==> src/rtl/trap_ctrl_pkg.sv <==
// Shared definitions for the machine-mode trap sequencer: cause codes,
// FSM state encoding and the priority-encoder result record.
package trap_ctrl_pkg;

  localparam logic [3:0] CAUSE_INST_MISALIGN  = 4'd0;
  localparam logic [3:0] CAUSE_ILLEGAL        = 4'd2;
  localparam logic [3:0] CAUSE_BREAKPOINT     = 4'd3;
  localparam logic [3:0] CAUSE_LOAD_MISALIGN  = 4'd4;
  localparam logic [3:0] CAUSE_STORE_MISALIGN = 4'd6;
  localparam logic [3:0] CAUSE_ECALL_M        = 4'd11;
  localparam logic [3:0] CAUSE_IRQ_MSI        = 4'd3;
  localparam logic [3:0] CAUSE_IRQ_MTI        = 4'd7;
  localparam logic [3:0] CAUSE_IRQ_MEI        = 4'd11;

  typedef enum logic [1:0] {
    ST_IDLE     = 2'd0,
    ST_CAPTURE  = 2'd1,
    ST_REDIRECT = 2'd2,
    ST_RET      = 2'd3
  } state_e;

  typedef struct packed {
    logic       valid;
    logic       i_or_e;
    logic [3:0] cause;
  } trap_sel_t;

endpackage

==> src/rtl/trap_ctrl_prio_enc.sv <==
// Combinational priority encoder: exceptions always beat interrupts, and
// each group resolves by its fixed architectural order.
module trap_prio_enc
  import trap_ctrl_pkg::*;
(
  input  logic       exc_inst_misalign,
  input  logic       exc_illegal,
  input  logic       exc_ebreak,
  input  logic       exc_load_misalign,
  input  logic       exc_store_misalign,
  input  logic       exc_ecall,
  input  logic [2:0] irq_pending,  // {ext, timer, sw}, already enable/MIE gated
  output trap_sel_t  sel
);

  // NOTE: sel gets a full default before the priority chain, so every path
  // assigns it and no latch is inferred.
  always_comb begin
    sel = '0;
    if      (exc_ebreak)         sel = '{1'b1, 1'b0, CAUSE_BREAKPOINT};
    else if (exc_inst_misalign)  sel = '{1'b1, 1'b0, CAUSE_INST_MISALIGN};
    else if (exc_illegal)        sel = '{1'b1, 1'b0, CAUSE_ILLEGAL};
    else if (exc_ecall)          sel = '{1'b1, 1'b0, CAUSE_ECALL_M};
    else if (exc_store_misalign) sel = '{1'b1, 1'b0, CAUSE_STORE_MISALIGN};
    else if (exc_load_misalign)  sel = '{1'b1, 1'b0, CAUSE_LOAD_MISALIGN};
    else if (irq_pending[2])     sel = '{1'b1, 1'b1, CAUSE_IRQ_MEI};
    else if (irq_pending[0])     sel = '{1'b1, 1'b1, CAUSE_IRQ_MSI};
    else if (irq_pending[1])     sel = '{1'b1, 1'b1, CAUSE_IRQ_MTI};
  end

endmodule

==> src/rtl/trap_ctrl.sv <==
// Machine-mode trap sequencer: picks the winning trap or MRET in IDLE, then
// drives the CSR capture strobes, the MIE stack pulses and the PC redirect.
module trap_ctrl
  import trap_ctrl_pkg::*;
#(
  parameter int MTVEC_W = 32,
  parameter int PC_HI_W = 30
) (
  input  logic               clk,
  input  logic               rst,
  input  logic               exc_inst_misalign,
  input  logic               exc_illegal,
  input  logic               exc_ebreak,
  input  logic               exc_load_misalign,
  input  logic               exc_store_misalign,
  input  logic               exc_ecall,
  input  logic               irq_sw,
  input  logic               irq_timer,
  input  logic               irq_ext,
  input  logic               mie_bit,
  input  logic [2:0]         irq_en,
  input  logic               is_mret,
  input  logic [PC_HI_W-1:0] inst_pc_hi,
  input  logic [MTVEC_W-1:0] mtvec_in,
  input  logic [MTVEC_W-1:0] epc_in,
  output logic               cause_set,
  output logic [3:0]         cause_code,
  output logic               i_or_e,
  output logic               mepc_set,
  output logic [PC_HI_W-1:0] epc_addr_hi,
  output logic               mie_clear,
  output logic               mie_restore,
  output logic               pc_redirect,
  output logic [MTVEC_W-1:0] redirect_pc,
  output logic               flush,
  output logic               stall,
  output logic               busy
);

  state_e     state, state_next;
  trap_sel_t  sel;
  logic [2:0] irq_pending;
  logic       unused_low_bits;

  assign irq_pending     = {irq_ext, irq_timer, irq_sw} & irq_en & {3{mie_bit}};
  assign unused_low_bits = ^{mtvec_in[1:0], epc_in[1:0]};

  trap_prio_enc u_prio (
    .exc_inst_misalign (exc_inst_misalign),
    .exc_illegal       (exc_illegal),
    .exc_ebreak        (exc_ebreak),
    .exc_load_misalign (exc_load_misalign),
    .exc_store_misalign(exc_store_misalign),
    .exc_ecall         (exc_ecall),
    .irq_pending       (irq_pending),
    .sel               (sel)
  );

  // NOTE: nonblocking assignments so state and the captured trap record all
  // update from the same pre-edge values.
  always_ff @(posedge clk) begin
    if (rst) begin
      state       <= ST_IDLE;
      cause_code  <= '0;
      i_or_e      <= 1'b0;
      epc_addr_hi <= '0;
    end else begin
      state <= state_next;
      if (state == ST_IDLE && sel.valid) begin
        cause_code  <= sel.cause;
        i_or_e      <= sel.i_or_e;
        epc_addr_hi <= inst_pc_hi;
      end
    end
  end

  always_comb begin
    state_next  = state;
    cause_set   = 1'b0;
    mepc_set    = 1'b0;
    mie_clear   = 1'b0;
    mie_restore = 1'b0;
    pc_redirect = 1'b0;
    redirect_pc = '0;
    flush       = 1'b0;
    stall       = 1'b0;
    busy        = (state != ST_IDLE);
    unique case (state)
      ST_IDLE: begin
        // Traps outrank MRET; the pipeline is frozen from the detection cycle.
        if (sel.valid) begin
          state_next = ST_CAPTURE;
          flush      = 1'b1;
          stall      = 1'b1;
        end else if (is_mret) begin
          state_next = ST_RET;
        end
      end
      ST_CAPTURE: begin
        cause_set  = 1'b1;
        mepc_set   = 1'b1;
        mie_clear  = 1'b1;
        flush      = 1'b1;
        stall      = 1'b1;
        state_next = ST_REDIRECT;
      end
      ST_REDIRECT: begin
        pc_redirect = 1'b1;
        redirect_pc = {mtvec_in[MTVEC_W-1:2], 2'b00};
        flush       = 1'b1;
        stall       = 1'b1;
        state_next  = ST_IDLE;
      end
      ST_RET: begin
        pc_redirect = 1'b1;
        redirect_pc = {epc_in[MTVEC_W-1:2], 2'b00};
        mie_restore = 1'b1;
        flush       = 1'b1;
        stall       = 1'b1;
        state_next  = ST_IDLE;
      end
      default: state_next = ST_IDLE;
    endcase
    // Reset suppresses every combinational strobe immediately.
    if (rst) begin
      cause_set   = 1'b0;
      mepc_set    = 1'b0;
      mie_clear   = 1'b0;
      mie_restore = 1'b0;
      pc_redirect = 1'b0;
      redirect_pc = '0;
      flush       = 1'b0;
      stall       = 1'b0;
      busy        = 1'b0;
    end
  end

endmodule
==> config.mk <==
export PLATFORM = sky130hd
export DESIGN_NAME = trap_ctrl
export DESIGN_NICKNAME = d
export VERILOG_FILES = /design/src/rtl/trap_ctrl_pkg.sv /design/src/rtl/trap_ctrl_prio_enc.sv /design/src/rtl/trap_ctrl.sv
export SDC_FILE = /design/constraint.sdc
export NUM_CORES = 1
export LEC_CHECK = 0
export CAP_MARGIN = 20
export CELL_PAD_IN_SITES_DETAIL_PLACEMENT = 0
export CELL_PAD_IN_SITES_GLOBAL_PLACEMENT = 1
export CORE_AREA = 4 4 122 95
export CTS_BUF_LIST = sky130_fd_sc_hd__clkbuf_16
export DETAILED_ROUTE_END_ITERATION = 10
export DIE_AREA = 0 0 126 99
export PLACE_DENSITY_LB_ADDON = 0.1
export SLEW_MARGIN = 25
export SYNTH_ARGS = -nofsm -noshare
export SYNTH_HDL_FRONTEND = slang
export SYNTH_SLANG_ARGS = --single-unit
==> constraint.sdc <==
create_clock -name clk -period 1.78 [get_ports clk]
set_input_delay 0.267 -clock clk [delete_from_list [all_inputs] [get_ports clk]]
set_output_delay 0.267 -clock clk [all_outputs]
set_load 0.005 [all_outputs]
==> flow_summary.yaml, run 1 <==
drt:
  drt-total-wl_microns: 8830
  vias: 2593
  drc: 0
  post_drt_wl_per_cell_microns: 14.9
  drt_pre_antenna_iters: 5
  antenna_left: 0
  viasPerCell: 4.38
  drt-initial-drc-count: 104
cts:
  clockRootBuffer: "clkbuf_16"
  htreeDepth: 2
  ctsHoldBuffers: 0
  path_clk_slew_ns: 0.06
  clock_latency_ns: 0.28
  cts_buffer_depth: 2
  cts.sinks: 37
  cts_made_buffers: 5
  tritoncts: "yes"
worst_setup_path:
  startpoint: "state[1]"
  crit_chain: "nand2b_1 > buf_12 > inv_1 > clkdlybuf4s50_1"
  worstPathArrival_ns: 1.45
  r2r_end: "cause_code[1]"
  crit_type: "reg -> out"
  end_kind: "output port"
  worstRegToRegCells: 5
  path_max_fanout: 32
  rrSetupSlack_ns: 0.35
  slowest_stage: "clkdlybuf4s50_1"
  critPathRequiredTime_ns: 1.51
  startpoint_type: "flip-flop"
  rr_startpoint: "state[0]"
  cpPeakStageDelay_ns: 0.49
  cp_num_buf_inv: 3
  path_delay_family: "buffers and inverters"
global_route:
  grt_pass1_wl_microns: 14000
  grt_pass1_vias: 2699
  grt_util_all_layers_pct: 13.6
  overflow: 0
  grt_max_degree: 35
  antenna_found_initial: 0
sta:
  skew_ns: 0.00733
  final-setup-viol-count: 0
  timing.hold.ws_ns: 0.445
  finalCriticalPeriod_ns: 1.71
  hold_viol: 0
  fmax_mhz: 583
  fin_crit_sh_pct: 96.3
  slew_violations: 0
  fin_setup_tns_ns: 0
layout:
  area_growth_pct: 97.5
  fill_cells: 1070
  nets: 565
  drive_gt1_share_pct: 19.1
  fin_area_sq_um: 4430
  final_cells: 592
  insertedDiodeCount: 0
die:
  die_w_microns: 126
  io_pins: 185
  die_h_microns: 99
  start_util_pct: 21.9
  design.core.area_sq_um: 10200
  rows: 32
  dieArea_sq_um: 12500
placed_design:
  post-dp-hpwl_microns: 6790
  placed_cells: 575
  post_dp_cell_area_sq_um: 4190
  gp_congestion: 0.722
  io_buffer_count: 178
synthesis:
  synthCells: 264
  post-synth-top-count-cell: "nor2_1"
  synth_warnings: 0
  synthTopCellsByArea: "dfxtp_1 (33%), mux2i_1 (13%), a21oi_2 (11%), nand3_1 (6.9%), nor2_1 (6.9%)"
  synth_top_cell_area_share_pct: 33.0
  synth_seq_cells: 37
  yosysTopAreaCell: "dfxtp_1"
  synth_area_per_cell_sq_um: 8.50
  ys_types: 33
  synthTopCellsByCount: "nor2_1 (41), dfxtp_1 (37), nand3_1 (31)"
  synth_edf_count: 0
  ys_seq_area_share_pct: 33.0
  netlist_area_sq_um: 2240
  synthFlopType: "dfxtp_1"
  async_reset_ff_share_pct: 0
run_status:
  status: "complete, no violations"
hold_path:
  whs_endpoint: "epc_addr_hi[25]"
  hold_class: "in -> reg"
  hold_depth: 3
  min_from: "rst"
run:
  maxCapViolations: 0
power_and_ir_drop:
  vdd_drop_max_v: 0.000406
  power.density_nw_per_um2: 634
  leakagePower_nw: 1.88
layout by cell type, fill, tap and decap left out, types with 2 or more instances in the layout:
master,netlist,layout
clkdlybuf4s50_1,0,132
nor2_1,41,40
dfxtp_1,37,35
dlygate4sd2_1,0,35
nand3_1,31,31
mux2i_1,30,30
buf_4,6,30
a21oi_2,28,28
o21ai_1,25,25
a21oi_1,10,9
o21ai_0,6,6
clkbuf_16,0,5
dlymetal6s2s_1,0,5
inv_1,3,3
o21ai_2,3,3
nor3_1,4,3
buf_2,6,3
clkdlybuf4s15_1,0,3
buf_12,0,3
nor3_2,1,2
nand4_1,2,2
a211oi_1,2,2
o21a_1,2,2
conb_1,1,2
tightest hold or removal path, delay by kind of cell:
family                 cells  cell delay, ns
buffers and inverters      2            0.36
AOI/OAI and AO/OA          1            0.04
power by group:
group / internal [mW] / switching, mW
clock: 0.650 / 0.325
combinational: 0.548 / 0.348
sequential: 0.899 / 0.0413
total: 2.10 / 0.714
through the flow:
step	total power, mW	setup slack [ns]	util (%)
CTS	2.84	-0.0464	42.6
global route	2.98	-0.0252	43.3
detailed placement	1.84	-0.446	40.9
floorplan	1.32	0.0398	-
finish	2.81	0.0656	43.3
global placement	1.83	-0.425	40.9
per-layer routing:
layer,routed length [microns],GRT usage [%],up-vias,part of all wire [%]
met5,0,0,-,0
met4,56,1.65,0,0.63
met3,829,6.07,7,9.4
met2,4130,22.1,89,47
met1,3820,17.3,1192,43
li1,-,-,1305,-
cell type report:
| type | count | area, sq um | share of cell area, % |
|---|---|---|---|
| repair buffers | 213 | 2060 | 46.4 |
| multi-input cells | 195 | 1280 | 29.0 |
| inverters | 3 | 11.3 | 0.254 |
| well taps | 136 | 170 | 3.84 |
| clock buffers | 5 | 125 | 2.82 |
| flip-flops and latches | 37 | 746 | 16.8 |
| clock inverters | 3 | 37.5 | 0.847 |
flip-flops by register name, indices dropped and copies added, names as in the netlist:
register	cells
cause_code	4
epc_addr_hi	30
i_or_e	1
state	2
repair_timing:
action / in CTS / in global routing
setup endpoints to repair: 62 / 7
pin swaps: 3 / 2
setup buffers: 2 / 6
gates cloned: 1 / 0
gates resized for setup: 53 / 10
cell families (layout without fill, tap and decap cells):
kind of cell | count (synthesis) | after routing | share of synthesized area, %
simple gates | 82 | 82 | 16.8
buf+inv | 33 | 224 | 11.4
flops | 37 | 37 | 33.0
other cells | 1 | 2 | 0.167
compound gates | 81 | 81 | 25.3
mux | 30 | 30 | 13.4
worst max path at each step:
| stage | to | slack [ns] | cells past startpoint |
|---|---|---|---|
| floorplan | stall | 0.04 | 4 |
| global placement | stall | -0.42 | 6 |
| detailed placement | flush | -0.45 | 6 |
| CTS | mie_clear | -0.05 | 4 |
| global route | pc_redirect | -0.03 | 4 |
| finish | pc_redirect | 0.07 | 4 |
(Power assumes the default switching activity.)
==> run 2: changes to the inputs <==
--- a/config.mk
+++ b/config.mk
@@ -12,8 +12,10 @@
 export CTS_BUF_LIST = sky130_fd_sc_hd__clkbuf_16
 export DETAILED_ROUTE_END_ITERATION = 10
 export DIE_AREA = 0 0 126 99
+export HOLD_SLACK_MARGIN = 0.05
 export PLACE_DENSITY_LB_ADDON = 0.1
 export SLEW_MARGIN = 25
 export SYNTH_ARGS = -nofsm -noshare
 export SYNTH_HDL_FRONTEND = slang
 export SYNTH_SLANG_ARGS = --single-unit
+export TNS_END_PERCENT = 30
==> constraint.sdc (replaced) <==
create_clock -name clk -period 1.79 [get_ports clk]
set_input_delay 0.2685 -clock clk [delete_from_list [all_inputs] [get_ports clk]]
set_output_delay 0.2685 -clock clk [all_outputs]
set_load 0.005 [all_outputs]
==> run 2 against run 1 <==
- clock power barely moved
- via count rose by 0.31%
- largest power group unchanged
- first-iteration DRC count rose by 48%
==> flow_summary.yaml, run 2 (synthesis results as in run 1) <==
run_status:
  status: "complete, no violations"
layout:
  area_growth_pct: 96.5
  fin_area_sq_um: 4410
  drive_gt1_share_pct: 18.0
  nets: 560
  top_register: "epc_addr_hi"
  post-route-util_pct: 43.0
  largest_reg_flops: 30
  insertedDiodeCount: 0
  final_cells: 587
  top_regs: "epc_addr_hi (30), cause_code (4), state (2)"
  final_cell_mix: "clkdlybuf4s50_1 (134), nor2_1 (40), dfxtp_1 (35)"
  mostFrequentLayoutCell: "clkdlybuf4s50_1"
hold_path:
  whs_endpoint: "cause_code[2]"
  hold_depth: 3
  hold_class: "in -> reg"
  min_from: "rst"
drt:
  viasPerCell: 4.43
  drt-total-wl_microns: 9020
  drc: 0
  drt_pre_antenna_iters: 4
  vias: 2601
  antenna_left: 0
  drt-initial-drc-count: 154
  post_drt_wl_per_cell_microns: 15.4
cts:
  htreeDepth: 2
  path_clk_slew_ns: 0.06
  tritoncts: "yes"
  clockRootBuffer: "clkbuf_16"
  clock_latency_ns: 0.27
  cts.sinks: 37
  cts_buffer_depth: 2
  cts_made_buffers: 5
worst_setup_path:
  rr_startpoint: "state[0]"
  critPathRequiredTime_ns: 1.52
  r2r_end: "cause_code[1]"
  startpoint: "irq_timer"
  crit_type: "in -> out"
  rrSetupSlack_ns: 0.35
  end_kind: "output port"
  startpoint_type: "input pin"
  worstPathArrival_ns: 1.49
  worstRegToRegCells: 5
  path_max_fanout: 2
placed_design:
  placed_cells: 575
  post_dp_cell_area_sq_um: 4190
  io_buffer_count: 178
  dp_slack_ns: -0.437
  gp_congestion: 0.726
  post-dp-hpwl_microns: 6880
sta:
  hold_viol: 0
  fin_ws_ns: 0.0344
  finalCriticalPeriod_ns: 1.76
  fin_setup_tns_ns: 0
  fmax_mhz: 570
  grt_setup_unrepaired: "yes"
  final-setup-viol-count: 0
  skew_ns: 0.00348
  timing.hold.ws_ns: 0.458
  slew_violations: 0
  fin_crit_sh_pct: 98.1
global_route:
  antenna_found_initial: 0
  overflow: 0
  grt_pass1_vias: 2673
  grt_pass1_wl_microns: 14000
  grt_max_degree: 35
  grt_util_all_layers_pct: 13.8
die:
  design.core.area_sq_um: 10200
  start_util_pct: 21.9
  io_pins: 185
  rows: 32
  dieArea_sq_um: 12500
  die_h_microns: 99
  die_w_microns: 126
power_and_ir_drop:
  vdd_drop_max_v: 0.000425
  p_sw_uw: 717
  power_mw: 2.80
  p_int_mw: 2.08
  power.density_nw_per_um2: 634
  clkPwrFrac_pct: 35.0
  leakagePower_nw: 1.85
  pwr-share-seq_pct: 33.3
  comb_power_share_pct: 31.7
  power.share.switching_pct: 25.6
run:
  maxCapViolations: 0
==> run 2: cell count changes in the layout (fill, tap and decap cells not counted) <==
cell	previous run	this run
dlygate4sd2_1	35	33
inv_2	1	0
buf_12	3	4
inv_1	3	4
clkdlybuf4s50_1	132	134
buf_4	30	24
==> run 2: routing by layer <==
| metal | global-route usage [%] | part of all wire [%] | vias up |
|---|---|---|---|
| met3 | 5.63 | 8.4 | 12 |
| met4 | 2.31 | 1.1 | 0 |
| met2 | 22.1 | 47 | 93 |
| li1 | - | - | 1300 |
| met5 | 0 | 0 | - |
| met1 | 17.7 | 43 | 1196 |
==> run 2: final cells by class <==
| class | instances | area (sq um) |
|---|---|---|
| fill | 1082 | 5840 |
| timing repair buffer | 208 | 2040 |
| sequential | 37 | 746 |
| clock inverter | 3 | 37.5 |
| inverter | 3 | 11.3 |
| clock buffer | 5 | 125 |
| multi-input combinational | 195 | 1280 |
| tap | 136 | 170 |
==> run 2: power by group through the flow <==
stage / combinational (mW) / sequential, mW / clock [mW]
2_1_floorplan: 0.365 / 0.948 / 0
3_5_place_dp: 0.879 / 0.950 / 0
5_1_grt: 0.965 / 0.942 / 1.05
3_3_place_gp: 0.876 / 0.950 / 0
6_report: 0.887 / 0.932 / 0.978
4_1_cts: 0.880 / 0.937 / 1.00
==> run 2: critical path: stages <==
cell	delay [ns]
clkdlybuf4s50_1	0.42
a222oi_1	0.27
buf_4	0.18
o211a_4	0.17
a21oi_4	0.05
buf_2	0.13
==> run 2: worst max-delay path by stage <==
stage,to,slack (ns)
after global routing,pc_redirect,-0.01
after global placement,stall,-0.42
after CTS,mie_clear,-0.01
after detailed placement,flush,-0.44
final,flush,0.03
after floorplan,stall,0.05
==> run 2: timing repair <==
item	CTS	global route
pin swaps	2	7
cloned	1	0
hold buffers	0	0
resized for setup	51	9
endpoints found under the setup margin	48	5
setup buffers	0	3
